<file path="src/rtl/calc_pkg.sv">
// Shared definitions for the calculator keypad: command codes, FSM states and
// the 4x4 key map.
package calc_pkg;

  typedef logic [3:0] cmd_t;

  localparam cmd_t CMD_0   = 4'd0;
  localparam cmd_t CMD_1   = 4'd1;
  localparam cmd_t CMD_2   = 4'd2;
  localparam cmd_t CMD_3   = 4'd3;
  localparam cmd_t CMD_4   = 4'd4;
  localparam cmd_t CMD_5   = 4'd5;
  localparam cmd_t CMD_6   = 4'd6;
  localparam cmd_t CMD_7   = 4'd7;
  localparam cmd_t CMD_8   = 4'd8;
  localparam cmd_t CMD_9   = 4'd9;
  localparam cmd_t CMD_ADD = 4'b1010;
  localparam cmd_t CMD_SUB = 4'b1011;
  localparam cmd_t CMD_MUL = 4'b1100;
  localparam cmd_t CMD_CLR = 4'b1101;
  localparam cmd_t CMD_EQ  = 4'b1110;
  localparam cmd_t CMD_NOP = 4'b1111;

  localparam logic [3:0] ROWS_IDLE = 4'b1111;

  typedef enum logic [1:0] {
    ST_SCAN,
    ST_DEBOUNCE,
    ST_PRESSED,
    ST_RELEASE
  } state_t;

  function automatic cmd_t key_map(input logic [1:0] row, input logic [1:0] col);
    cmd_t code;
    case ({row, col})
      4'b00_00: code = CMD_1;
      4'b00_01: code = CMD_2;
      4'b00_10: code = CMD_3;
      4'b00_11: code = CMD_ADD;
      4'b01_00: code = CMD_4;
      4'b01_01: code = CMD_5;
      4'b01_10: code = CMD_6;
      4'b01_11: code = CMD_SUB;
      4'b10_00: code = CMD_7;
      4'b10_01: code = CMD_8;
      4'b10_10: code = CMD_9;
      4'b10_11: code = CMD_MUL;
      4'b11_00: code = CMD_CLR;
      4'b11_01: code = CMD_0;
      4'b11_10: code = CMD_EQ;
      default:  code = CMD_NOP;
    endcase
    return code;
  endfunction

  // Rows are active-low: exactly one zero bit means exactly one row pulled down.
  function automatic logic single_low(input logic [3:0] rows);
    return ($countones(~rows) == 1);
  endfunction

  function automatic logic [1:0] low_index(input logic [3:0] rows);
    logic [1:0] idx;
    idx = 2'd0;
    for (int r = 3; r >= 0; r--) begin
      if (!rows[r]) idx = 2'(r);
    end
    return idx;
  endfunction

  function automatic logic [3:0] col_drive(input logic [1:0] idx);
    return ~(4'b0001 << idx);
  endfunction

endpackage

</file>
<file path="src/rtl/calc_keypad_if.sv">
// Keypad matrix and command bundle between the scanner and its surroundings.
interface calc_keypad_if;
  import calc_pkg::*;

  logic [3:0] row_in;
  logic [3:0] col_out;
  cmd_t       cmd;
  logic       cmd_valid;
  logic       key_held;

  modport master (
    input  row_in,
    output col_out,
    output cmd,
    output cmd_valid,
    output key_held
  );

  modport slave (
    output row_in,
    input  col_out,
    input  cmd,
    input  cmd_valid,
    input  key_held
  );

endinterface

</file>
<file path="src/rtl/calc_debounce.sv">
// Compare-and-count stability timer, shared by press and release qualification.
module calc_debounce #(
  parameter int DEBOUNCE_CYC = 5000
) (
  input  logic clock,
  input  logic reset,
  input  logic clr,
  input  logic match,
  output logic hit
);

  localparam int            CW     = $clog2(DEBOUNCE_CYC + 1);
  localparam logic [CW-1:0] TARGET = CW'(DEBOUNCE_CYC);

  logic [CW-1:0] cnt_p0;

  function automatic logic [CW-1:0] sat_inc(input logic [CW-1:0] v);
    return (v == TARGET) ? v : v + CW'(1);
  endfunction

  always_ff @(posedge clock) begin
    if (reset || clr) begin
      cnt_p0 <= '0;
    end else if (match) begin
      cnt_p0 <= sat_inc(cnt_p0);
    end
  end

  // High on the matching cycle whose increment lands on the target.
  assign hit = match && (sat_inc(cnt_p0) == TARGET);

endmodule

</file>
<file path="src/rtl/calc_keypad.sv">
// 4x4 keypad scanner: rotates column drive, debounces one key at a time and
// emits a single registered command pulse per accepted press.
module calc_keypad
  import calc_pkg::*;
#(
  parameter int SCAN_DIV     = 1000,
  parameter int DEBOUNCE_CYC = 5000
) (
  input  logic           clock,
  input  logic           reset,
  calc_keypad_if.master  kp
);

  localparam int            DW       = $clog2(SCAN_DIV + 1);
  localparam logic [DW-1:0] DIV_LAST = DW'(SCAN_DIV - 1);

  state_t        state_q, state_d;
  logic [DW-1:0] div_q, div_d;
  logic [1:0]    col_q, col_d;
  logic [3:0]    cap_rows_q, cap_rows_d;
  cmd_t          cap_code_q, cap_code_d;

  logic [3:0]    col_p1;
  cmd_t          cmd_p1, cmd_d;
  logic          vld_p1, vld_d;
  logic          held_p1, held_d;

  logic          dbc_clr;
  logic          dbc_match;
  logic          dbc_hit;

  calc_debounce #(
    .DEBOUNCE_CYC (DEBOUNCE_CYC)
  ) u_debounce (
    .clock (clock),
    .reset (reset),
    .clr   (dbc_clr),
    .match (dbc_match),
    .hit   (dbc_hit)
  );

  always_comb begin
    state_d    = state_q;
    div_d      = div_q;
    col_d      = col_q;
    cap_rows_d = cap_rows_q;
    cap_code_d = cap_code_q;
    cmd_d      = cmd_p1;
    vld_d      = 1'b0;
    held_d     = held_p1;
    dbc_clr    = 1'b0;
    dbc_match  = 1'b0;

    case (state_q)
      ST_SCAN: begin
        cmd_d  = CMD_NOP;
        held_d = 1'b0;
        if (div_q == DIV_LAST) begin
          div_d = '0;
          if (single_low(kp.row_in)) begin
            state_d    = ST_DEBOUNCE;
            cap_rows_d = kp.row_in;
            cap_code_d = key_map(low_index(kp.row_in), col_q);
            dbc_clr    = 1'b1;
          end else begin
            col_d = col_q + 2'd1;
          end
        end else begin
          div_d = div_q + DW'(1);
        end
      end

      ST_DEBOUNCE: begin
        cmd_d     = CMD_NOP;
        dbc_match = (kp.row_in == cap_rows_q);
        if (!dbc_match) begin
          state_d = ST_SCAN;
          col_d   = col_q + 2'd1;
          div_d   = '0;
        end else if (dbc_hit) begin
          // The reserved key still latches into PRESSED so it blocks others.
          state_d = ST_PRESSED;
          held_d  = 1'b1;
          cmd_d   = cap_code_q;
          vld_d   = (cap_code_q != CMD_NOP);
        end
      end

      ST_PRESSED: begin
        held_d = 1'b1;
        cmd_d  = cap_code_q;
        if (kp.row_in == ROWS_IDLE) begin
          state_d = ST_RELEASE;
          dbc_clr = 1'b1;
        end
      end

      ST_RELEASE: begin
        dbc_match = (kp.row_in == ROWS_IDLE);
        if (!dbc_match) begin
          state_d = ST_PRESSED;
        end else if (dbc_hit) begin
          state_d = ST_SCAN;
          cmd_d   = CMD_NOP;
          held_d  = 1'b0;
          col_d   = col_q + 2'd1;
          div_d   = '0;
        end
      end

      default: begin
        state_d = ST_SCAN;
      end
    endcase
  end

  // ---- registered control and outputs ----
  always_ff @(posedge clock) begin
    if (reset) begin
      state_q <= ST_SCAN;
      div_q   <= '0;
      col_q   <= 2'd0;
      col_p1  <= col_drive(2'd0);
      cmd_p1  <= CMD_NOP;
      vld_p1  <= 1'b0;
      held_p1 <= 1'b0;
    end else begin
      state_q <= state_d;
      div_q   <= div_d;
      col_q   <= col_d;
      col_p1  <= col_drive(col_d);
      cmd_p1  <= cmd_d;
      vld_p1  <= vld_d;
      held_p1 <= held_d;
    end
  end

  always_ff @(posedge clock) begin
    cap_rows_q <= cap_rows_d;
    cap_code_q <= cap_code_d;
  end

  assign kp.col_out   = col_p1;
  assign kp.cmd       = cmd_p1;
  assign kp.cmd_valid = vld_p1;
  assign kp.key_held  = held_p1;

endmodule

</file>
<file path="src/flat_wrapper.sv">
// flat-port wrapper written by rule: the top's interface ports become plain ports
module calc_keypad_flat import calc_pkg::*;
#(
  parameter int SCAN_DIV     = 1000,
  parameter int DEBOUNCE_CYC = 5000
)
  (clock, reset, kp_row_in, kp_col_out, kp_cmd, kp_cmd_valid, kp_key_held);
  calc_keypad_if kp_i ();
  input  logic clock;
  input  logic reset;
  input wire logic [$bits(kp_i.row_in)-1:0] kp_row_in;
  output wire logic [$bits(kp_i.col_out)-1:0] kp_col_out;
  output wire logic [$bits(kp_i.cmd)-1:0] kp_cmd;
  output wire logic [$bits(kp_i.cmd_valid)-1:0] kp_cmd_valid;
  output wire logic [$bits(kp_i.key_held)-1:0] kp_key_held;
  assign kp_i.row_in = kp_row_in;
  assign kp_col_out = kp_i.col_out;
  assign kp_cmd = kp_i.cmd;
  assign kp_cmd_valid = kp_i.cmd_valid;
  assign kp_key_held = kp_i.key_held;
  calc_keypad #(.SCAN_DIV(SCAN_DIV), .DEBOUNCE_CYC(DEBOUNCE_CYC)) u_core (.clock(clock), .reset(reset), .kp(kp_i));
endmodule
</file>
<file path="config.mk">
export PLATFORM = sky130hd
export DESIGN_NAME = calc_keypad_flat
export DESIGN_NICKNAME = d
export VERILOG_FILES = /design/src/rtl/calc_pkg.sv /design/src/rtl/calc_keypad_if.sv /design/src/rtl/calc_debounce.sv /design/src/rtl/calc_keypad.sv /design/src/flat_wrapper.sv
export SDC_FILE = /design/constraint.sdc
export NUM_CORES = 1
export LEC_CHECK = 0
export ABC_AREA = 1
export CELL_PAD_IN_SITES_DETAIL_PLACEMENT = 0
export CELL_PAD_IN_SITES_GLOBAL_PLACEMENT = 2
export CORE_ASPECT_RATIO = 1.2
export CORE_MARGIN = 1.5
export CORE_UTILIZATION = 37
export CTS_CLUSTER_SIZE = 8
export DETAILED_ROUTE_END_ITERATION = 16
export PLACE_DENSITY_LB_ADDON = 0.1
export RECOVER_POWER = 100
export SLEW_MARGIN = 20
export SYNTH_ARGS = -nofsm -noshare
export SYNTH_HDL_FRONTEND = slang
export SYNTH_HIERARCHICAL = 1
export SYNTH_SLANG_ARGS = --single-unit
</file>
<file path="constraint.sdc">
create_clock -name clock -period 10.2 [get_ports clock]
set_input_delay 2.04 -clock clock [delete_from_list [all_inputs] [get_ports clock]]
set_output_delay 2.04 -clock clock [all_outputs]
set_load 0.02 [all_outputs]
</file>
# Yosys cells after proc, flatten, opt, wreduce, memory -nomap -nowiden
# Memories as Yosys holds them, arrays and structs flattened. A register that Yosys moved wholly into a read port is not among the register bits.
# Cells that the tools add are included.
[totals] in_bits=6 memories=1 output_inout_bits=10 rom_bits=64 register_bits=41 wordCells=94
[mem_list] name="(name not given)" words=16 word_bits=4 rd=1 rd_ports_with_merged_regs=1 wr=0 line="calc_pkg.sv:35" source="case ({row, col})"
[classes] add_sub_neg=6 n_eq_ne=20 n_shift=1 n_reduce_logical=10 mux=42 bitwise_logic=5
[op_table] operator="2-to-1 mux 10 bit" count=4
[op_table] operator="2-to-1 mux 2 bit" count=19
[op_table] operator="adder 32 bit" count=1
[op_table] operator="equality test 32 x 2 -> 1 bit (second input constant)" count=1
[op_table] operator="case mux 10 bit (3 select lines)" count=1
[op_table] operator="equality test 13 bit (second input constant)" count=2
[op_table] operator="2-to-1 mux 4 bit" count=4
[op_table] operator="case mux 4 bit (4 select lines)" count=1
[op_table] operator="inequality test 2 x 1 -> 1 bit (second input constant)" count=7
[op_table] operator="adder 13 x 1 -> 13 bit (second input constant)" count=1
[op_table] operator="2-to-1 mux 13 bit" count=1
[op_table] operator="adder 10 x 1 -> 10 bit (second input constant)" count=1
[op_table] operator="equality test 10 bit (second input constant)" count=1
[op_table] operator="NOT 4 bit" count=2
[op_table] operator="case mux 2 bit (4 select lines)" count=1
[op_table] operator="AND reduction 4 bit" count=2
[op_table] operator="2-to-1 mux 1 bit" count=7
[op_table] operator="inequality test 3 x 2 -> 1 bit (second input constant)" count=2
[op_table] operator="case mux 2 bit (3 select lines)" count=1
[op_table] operator="AND reduction 5 bit" count=1
[op_table] operator="adder 1 x 1 -> 2 bit" count=2
[op_table] operator="equality test 2 bit (second input constant)" count=2
[op_table] operator="equality test 4 bit" count=1
[op_table] operator="equality test 4 bit (second input constant)" count=1
[op_table] operator="other kinds (15)" count=18

# Depth between registers and ports, before layout
[logic_depth] word_depth=9 mapped_depth=17

# By module
# Netlist, hierarchy kept.
[by_module_without_submodules] module="calc_keypad" cells_each=285 instances=1 seq_area_each_um2=720.7 area_each_um2=2004.4
[by_module_without_submodules] module="calc_debounce" cells_each=148 instances=1 seq_area_each_um2=260.2 area_each_um2=953.4

# Least setup slack after synthesis
# Ideal clock, no wire load.
[synth_timing] kind="input to register" from="in kp_row_in[0]" to="reg u_core.u_debounce.cnt_p0[10]" required_time_ps=10085 cell_stages=13 setup_time_ps=115 t_arrival_ps=4829 path_buffers=0 slack_ps=5255 path_cell_list="fa_1 inv_1 ha_1 ha_1 inv_1 nand3_1 nor4_1 o21bai_1 nor2_1 inv_1 a21oi_1 o21ai_0 inv_1"
[synth_via] elab_chain_cells=8 word_cells_on_any_way=12 classes_between="2 x add/sub; 3 x eq/ne; 5 x mux; 1 x bitwise; 1 x reduce/logical"
[synth_lines] item="start: declaration" line="flat_wrapper.sv:11" source="input wire logic [$bits(kp_i.row_in)-1:0] kp_row_in;"
[synth_lines] item="NOT 4 bit" line="calc_pkg.sv:58" source="return ($countones(~rows) == 1);"
[synth_lines] item="adder 1 x 1 -> 2 bit (implied by the code)" line="calc_pkg.sv:58"
[synth_lines] item="adder 32 bit (implied by the code)" line="calc_pkg.sv:58"
[synth_lines] item="equality test 32 x 2 -> 1 bit" line="calc_pkg.sv:58"
[synth_lines] item="2-to-1 mux 1 bit" line="calc_keypad.sv:60" source="if (single_low(kp.row_in)) begin"
[synth_lines] item="2-to-1 mux 1 bit" line="calc_keypad.sv:58" source="if (div_q == DIV_LAST) begin"
[synth_lines] item="case mux 1 bit (2 select lines) (*)" line="calc_keypad.sv:54" source="case (state_q)"
[synth_lines] item="named net u_core.dbc_clr" line="calc_keypad.sv:28" source="logic dbc_clr;"
[synth_lines] item="logical OR 1 bit (*)" line="calc_debounce.sv:22" source="if (reset || clr) begin"
[synth_lines] item="end signal: assignment" line="calc_debounce.sv:25" source="cnt_p0 <= sat_inc(cnt_p0);"
[synth_lines] item="end: declaration" line="calc_debounce.sv:15" source="logic [CW-1:0] cnt_p0;"
# Mark *: on every way through the listed nets, which the timed path passes. The rest lies on a longest branch.
# A chain may end at the register's enable or synchronous reset.

# Final worst setup path
[layout_timing] from="in kp_row_in[1]" to="reg u_core.div_q[1]"
[layout_via] elab_chain_cells=5 word_cells_on_any_way=8 classes_between="5 x eq/ne; 1 x mux; 2 x reduce/logical"
[layout_lines] item="equality test 4 bit, on equally long branches" line="calc_keypad.sv:99, calc_keypad.sv:75"
[layout_lines] item="case mux 1 bit (2 select lines) (*)" line="calc_keypad.sv:54"
[layout_lines] item="named net u_core.dbc_match" line="calc_keypad.sv:29" source="logic dbc_match;"
[layout_lines] item="logical AND 1 bit (*)" line="calc_debounce.sv:30" source="assign hit = match && (sat_inc(cnt_p0) == TARGET);"
[layout_lines] item="named net u_core.dbc_hit" line="calc_keypad.sv:30" source="logic dbc_hit;"
[layout_lines] item="inequality test 2 x 1 -> 1 bit (no line) (*)"
[layout_lines] item="AND reduction 4 bit (no line) (*)"
[layout_lines] item="end signal: assignment" line="calc_keypad.sv:129" source="div_q <= div_d;"
[layout_lines] item="end: declaration" line="calc_keypad.sv:18" source="logic [DW-1:0] div_q, div_d;"
# Marks and branches as above.

==> out/results.tsv <==
stage	metric	value	unit
clock_network	cts_tree	built	
synth	ys_seq_elements	45	
clock_network	ctsResizeCount	0	
clock_network	numCtsBuffers	5	
layout	fin_nets	474	
worst_setup_path	crit_type	in -> reg	
grt	track_usage	0.184	
layout	areaGrowthSynthToFinish	11.0	%
power_and_ir_drop	p_int	0.252	mW
grt	grt_max_degree	17	
sta	hold_viol	0	
synth	yosysSeqAreaShare	0.332	
floorplanning	num_io_pins	16	
floorplanning	coreArea	7710	µm²
synth	ys_types	40	
synth	synth.avg_cell_area	6.83	µm²
clock_network	cts_setup_buffers	0	
power_and_ir_drop	vdd_drop_max	0.0000456	V
synth	ys.flop_type	dfxtp_1	
clock_network	clock_latency	0.31	ns
sta	max_slew_margin	-0.160	
layout	fillers	855	
status	violations	max-capacitance violations, max-slew violations	
floorplanning	fp.dieArea	8540	µm²
hold_path	worstHoldPathType	reg -> reg	
sta	rsz0062_at_grt	false	
clock_network	root_buffer	clkbuf_8	
floorplanning	fp-row-count	35	
worst_setup_path	setup.worst_path.start	kp_row_in[1]	
grt	antenna_found_initial	0	
sta	period_needed	6.94	ns
synth	synth_adder_area_share	0.0702	
route	vias	2721	
route	drt_iter0_drc	138	
sta	drv_slew	10	
sta	fin_crit_sh	0.680	
power_and_ir_drop	power_switching	0.0797	mW
sta	skew	0.0102	ns
synth	synth-compound-area-share	0.117	
synth	async_flop_share	0	
placed_design	port_buffers	15	
route	via_per_inst	4.99	
sta	setup_violations	0	
sta	max_clock_freq	144	MHz
layout	num_antenna_cells	0	
synth	syn-num-nets	455	
status	status	finished, violations left	
grt	grt_pass1_vias	2690	
layout	utilization	0.426	
worst_setup_path	crit_arrival	7.14	ns
synth	ys_warn_count	6	
worst_setup_path	crit_path_start_kind	primary input	
power_and_ir_drop	seqPwrFrac	0.550	
synth	synth_mux_area_frac	0	
synth	yosys.area_share.simple	0.355	
synth	synth_top_family_by_area	simple AND/OR/NAND/NOR gates	
power_and_ir_drop	pwr-share-clk	0.393	
hold_path	holdCritStartpoint	u_core/div_q[9]	
clock_network	htree_levels	2	
sta	tns	0	ns
synth	synth-xor-area-share	0.0233	
worst_setup_path	cp-end-kind	flip-flop	
power_and_ir_drop	p_per_area	101	nW/µm²
synth	synth_edf_count	8	
placed_design	hpwl	5670	µm
route	firstDrtPassIters	5	
worst_setup_path	r2r-start	u_core/cap_rows_q[3]	
clock_network	cts_hold_buf	0	
grt	grt_pass1_wl	12700	µm
worst_setup_path	critPathRequiredTime	10.40	ns
route	ant_nets	0	
power_and_ir_drop	switching_share	0.240	
clock_network	clk_path_buf_depth	2	
floorplanning	dieHeight	101	µm
layout	drive_gt1_frac	0.0640	
power_and_ir_drop	p_leak	1.51	nW
power_and_ir_drop	p_comb_frac	0.057	
floorplanning	die_w	84.6	µm
route	drc	0	
worst_setup_path	cp_max_fo	16	
placed_design	place.gp.congestion	0.796	
floorplanning	start_util	0.384	
job	drv_cap	1	
synth	syn_area	2960	µm²
clock_network	cts.sinks	45	
sta	worstMarginPinSlew	1.72	ns
route	routed_wl	7200	µm
clock_network	clk_pin_slew	0.09	ns
grt	grt_remaining_overflow	0	
route	drt-wirelength-per-cell	13.2	µm
synth	postSynthCellCount	433	
synthesized netlist by cell type (2+ instances only):
cell type    n  area [µm²]
a21oi_2      2        17.5
nand3_1     39         195
dfxtp_1     37         741
inv_2        4        15.0
edfxtp_1     8         240
a31oi_1      3        18.8
nor3_1       4        20.0
o22ai_1      4        25.0
clkbuf_1     3        11.3
or2_2        3        18.8
nand4_1      9        56.3
nor4_1       3        18.8
o211ai_1     5        37.5
nand2_1    101         379
nor2_4       3        33.8
nand2_2      3        18.8
ha_1        15         188
nand3_2      2        20.0
o21ai_0     24         120
a21oi_1     14        70.1
xor2_1       6        52.6
inv_1       70         263
nand2_4      2        22.5
nor2_1      53         199
cell families after synthesis:
logic type / count (synthesis)
compound gates: 58
xor+xnor: 7
flops: 45
buf+inv: 79
simple gates: 228
fa+ha+maj: 16
worst max-delay path, cell delays in order:
cell and delay (ns):
dlygate4sd3_1 0.67, inv_1 0.09, nand2_1 0.07, nand2_1 0.05
nor2_1 0.20, nand3_1 0.25, o21ai_0 0.16, clkbuf_1 0.52
inv_1 0.33, a21oi_1 0.25, nand3_1 0.09, nor2_1 0.22
inv_1 0.11, o21ai_0 0.78, nand3b_1 0.57, inv_1 0.45
nand2_1 0.12, nand2_1 0.11, nor2_1 0.06
power groups by stage:
stage | clock network (mW) | registers [mW] | logic [mW]
final | 0.131 | 0.182 | 0.0188
after CTS | 0.136 | 0.182 | 0.0198
after global routing | 0.142 | 0.183 | 0.0226
after detailed placement | 0 | 0.187 | 0.0197
after floorplan | 0 | 0.186 | 0.0128
after global placement | 0 | 0.186 | 0.0195
layout make-up:
cell class	count	area, µm²	area share
Clock inverter	2	16.3	0.00496
Sequential cell	45	981	0.299
Timing Repair Buffer	16	154	0.0469
Multi-Input combinational cell	309	1640	0.500
Clock buffer	6	93.8	0.0286
Tap cell	92	115	0.0351
Inverter	75	282	0.0858
flip-flops by register name, indices dropped and copies added (netlist names):
register / flops
u_core/kp.cmd_valid: 1
u_core/cap_code_q: 4
u_core/div_q: 10
u_core/kp.cmd: 4
u_core/kp.key_held: 1
u_core/state_q: 2
u_core/col_q: 2
u_core/u_debounce/cnt_p0: 13
u_core/cap_rows_q: 4
u_core/kp.col_out: 4
path summary, 6_finish.rpt:
| kind | to | cells past startpoint | slack (ns) |
|---|---|---|---|
| worst min register to register | u_core/div_q[9] | 2 | 0.47 |
| worst min-delay path | u_core/div_q[9] | 2 | 0.47 |
| worst max-delay path | u_core/div_q[1] | 19 | 3.26 |
| worst max register to register | u_core/div_q[1] | 17 | 5.33 |
placed cells by master, fill, tap and decap left out, types with 2 or more instances in the layout:
cell / instances
nand2_1: 101
inv_1: 71
nor2_1: 53
nand3_1: 40
dfxtp_1: 37
o21ai_0: 25
a21oi_1: 15
ha_1: 15
dlygate4sd3_1: 14
nand4_1: 9
edfxtp_1: 8
xor2_1: 6
clkbuf_8: 5
o211ai_1: 5
nor3_1: 4
o22ai_1: 4
inv_2: 3
or2_2: 3
nor4_1: 3
a31oi_1: 3
nand2_2: 3
nor2_4: 3
nand2_4: 2
metal layers:
metal  global-route usage  share of wire  vias to the layer above
met4               0.0484          0.010                        0
met2                0.344           0.52                       34
li1                     -              -                     1432
met3               0.0221          0.023                        6
met1                0.222           0.45                     1249
met5                    0              0                        -
per-stage QoR:
step           setup WS (ns)  instance area (µm²)  hold WS (ns)  instances  power, mW
2_1_floorplan           5.26                 2960         0.442        433      0.199
3_3_place_gp            4.58                 3210         0.458        537      0.206
3_5_place_dp            4.52                 3210         0.461        537      0.206
4_1_cts                 4.85                 3320         0.475        545      0.338
5_1_grt                 2.57                 3280         0.500        545      0.347
6_report                3.26                 3280         0.470        545      0.332
(Power assumes the default switching activity.)
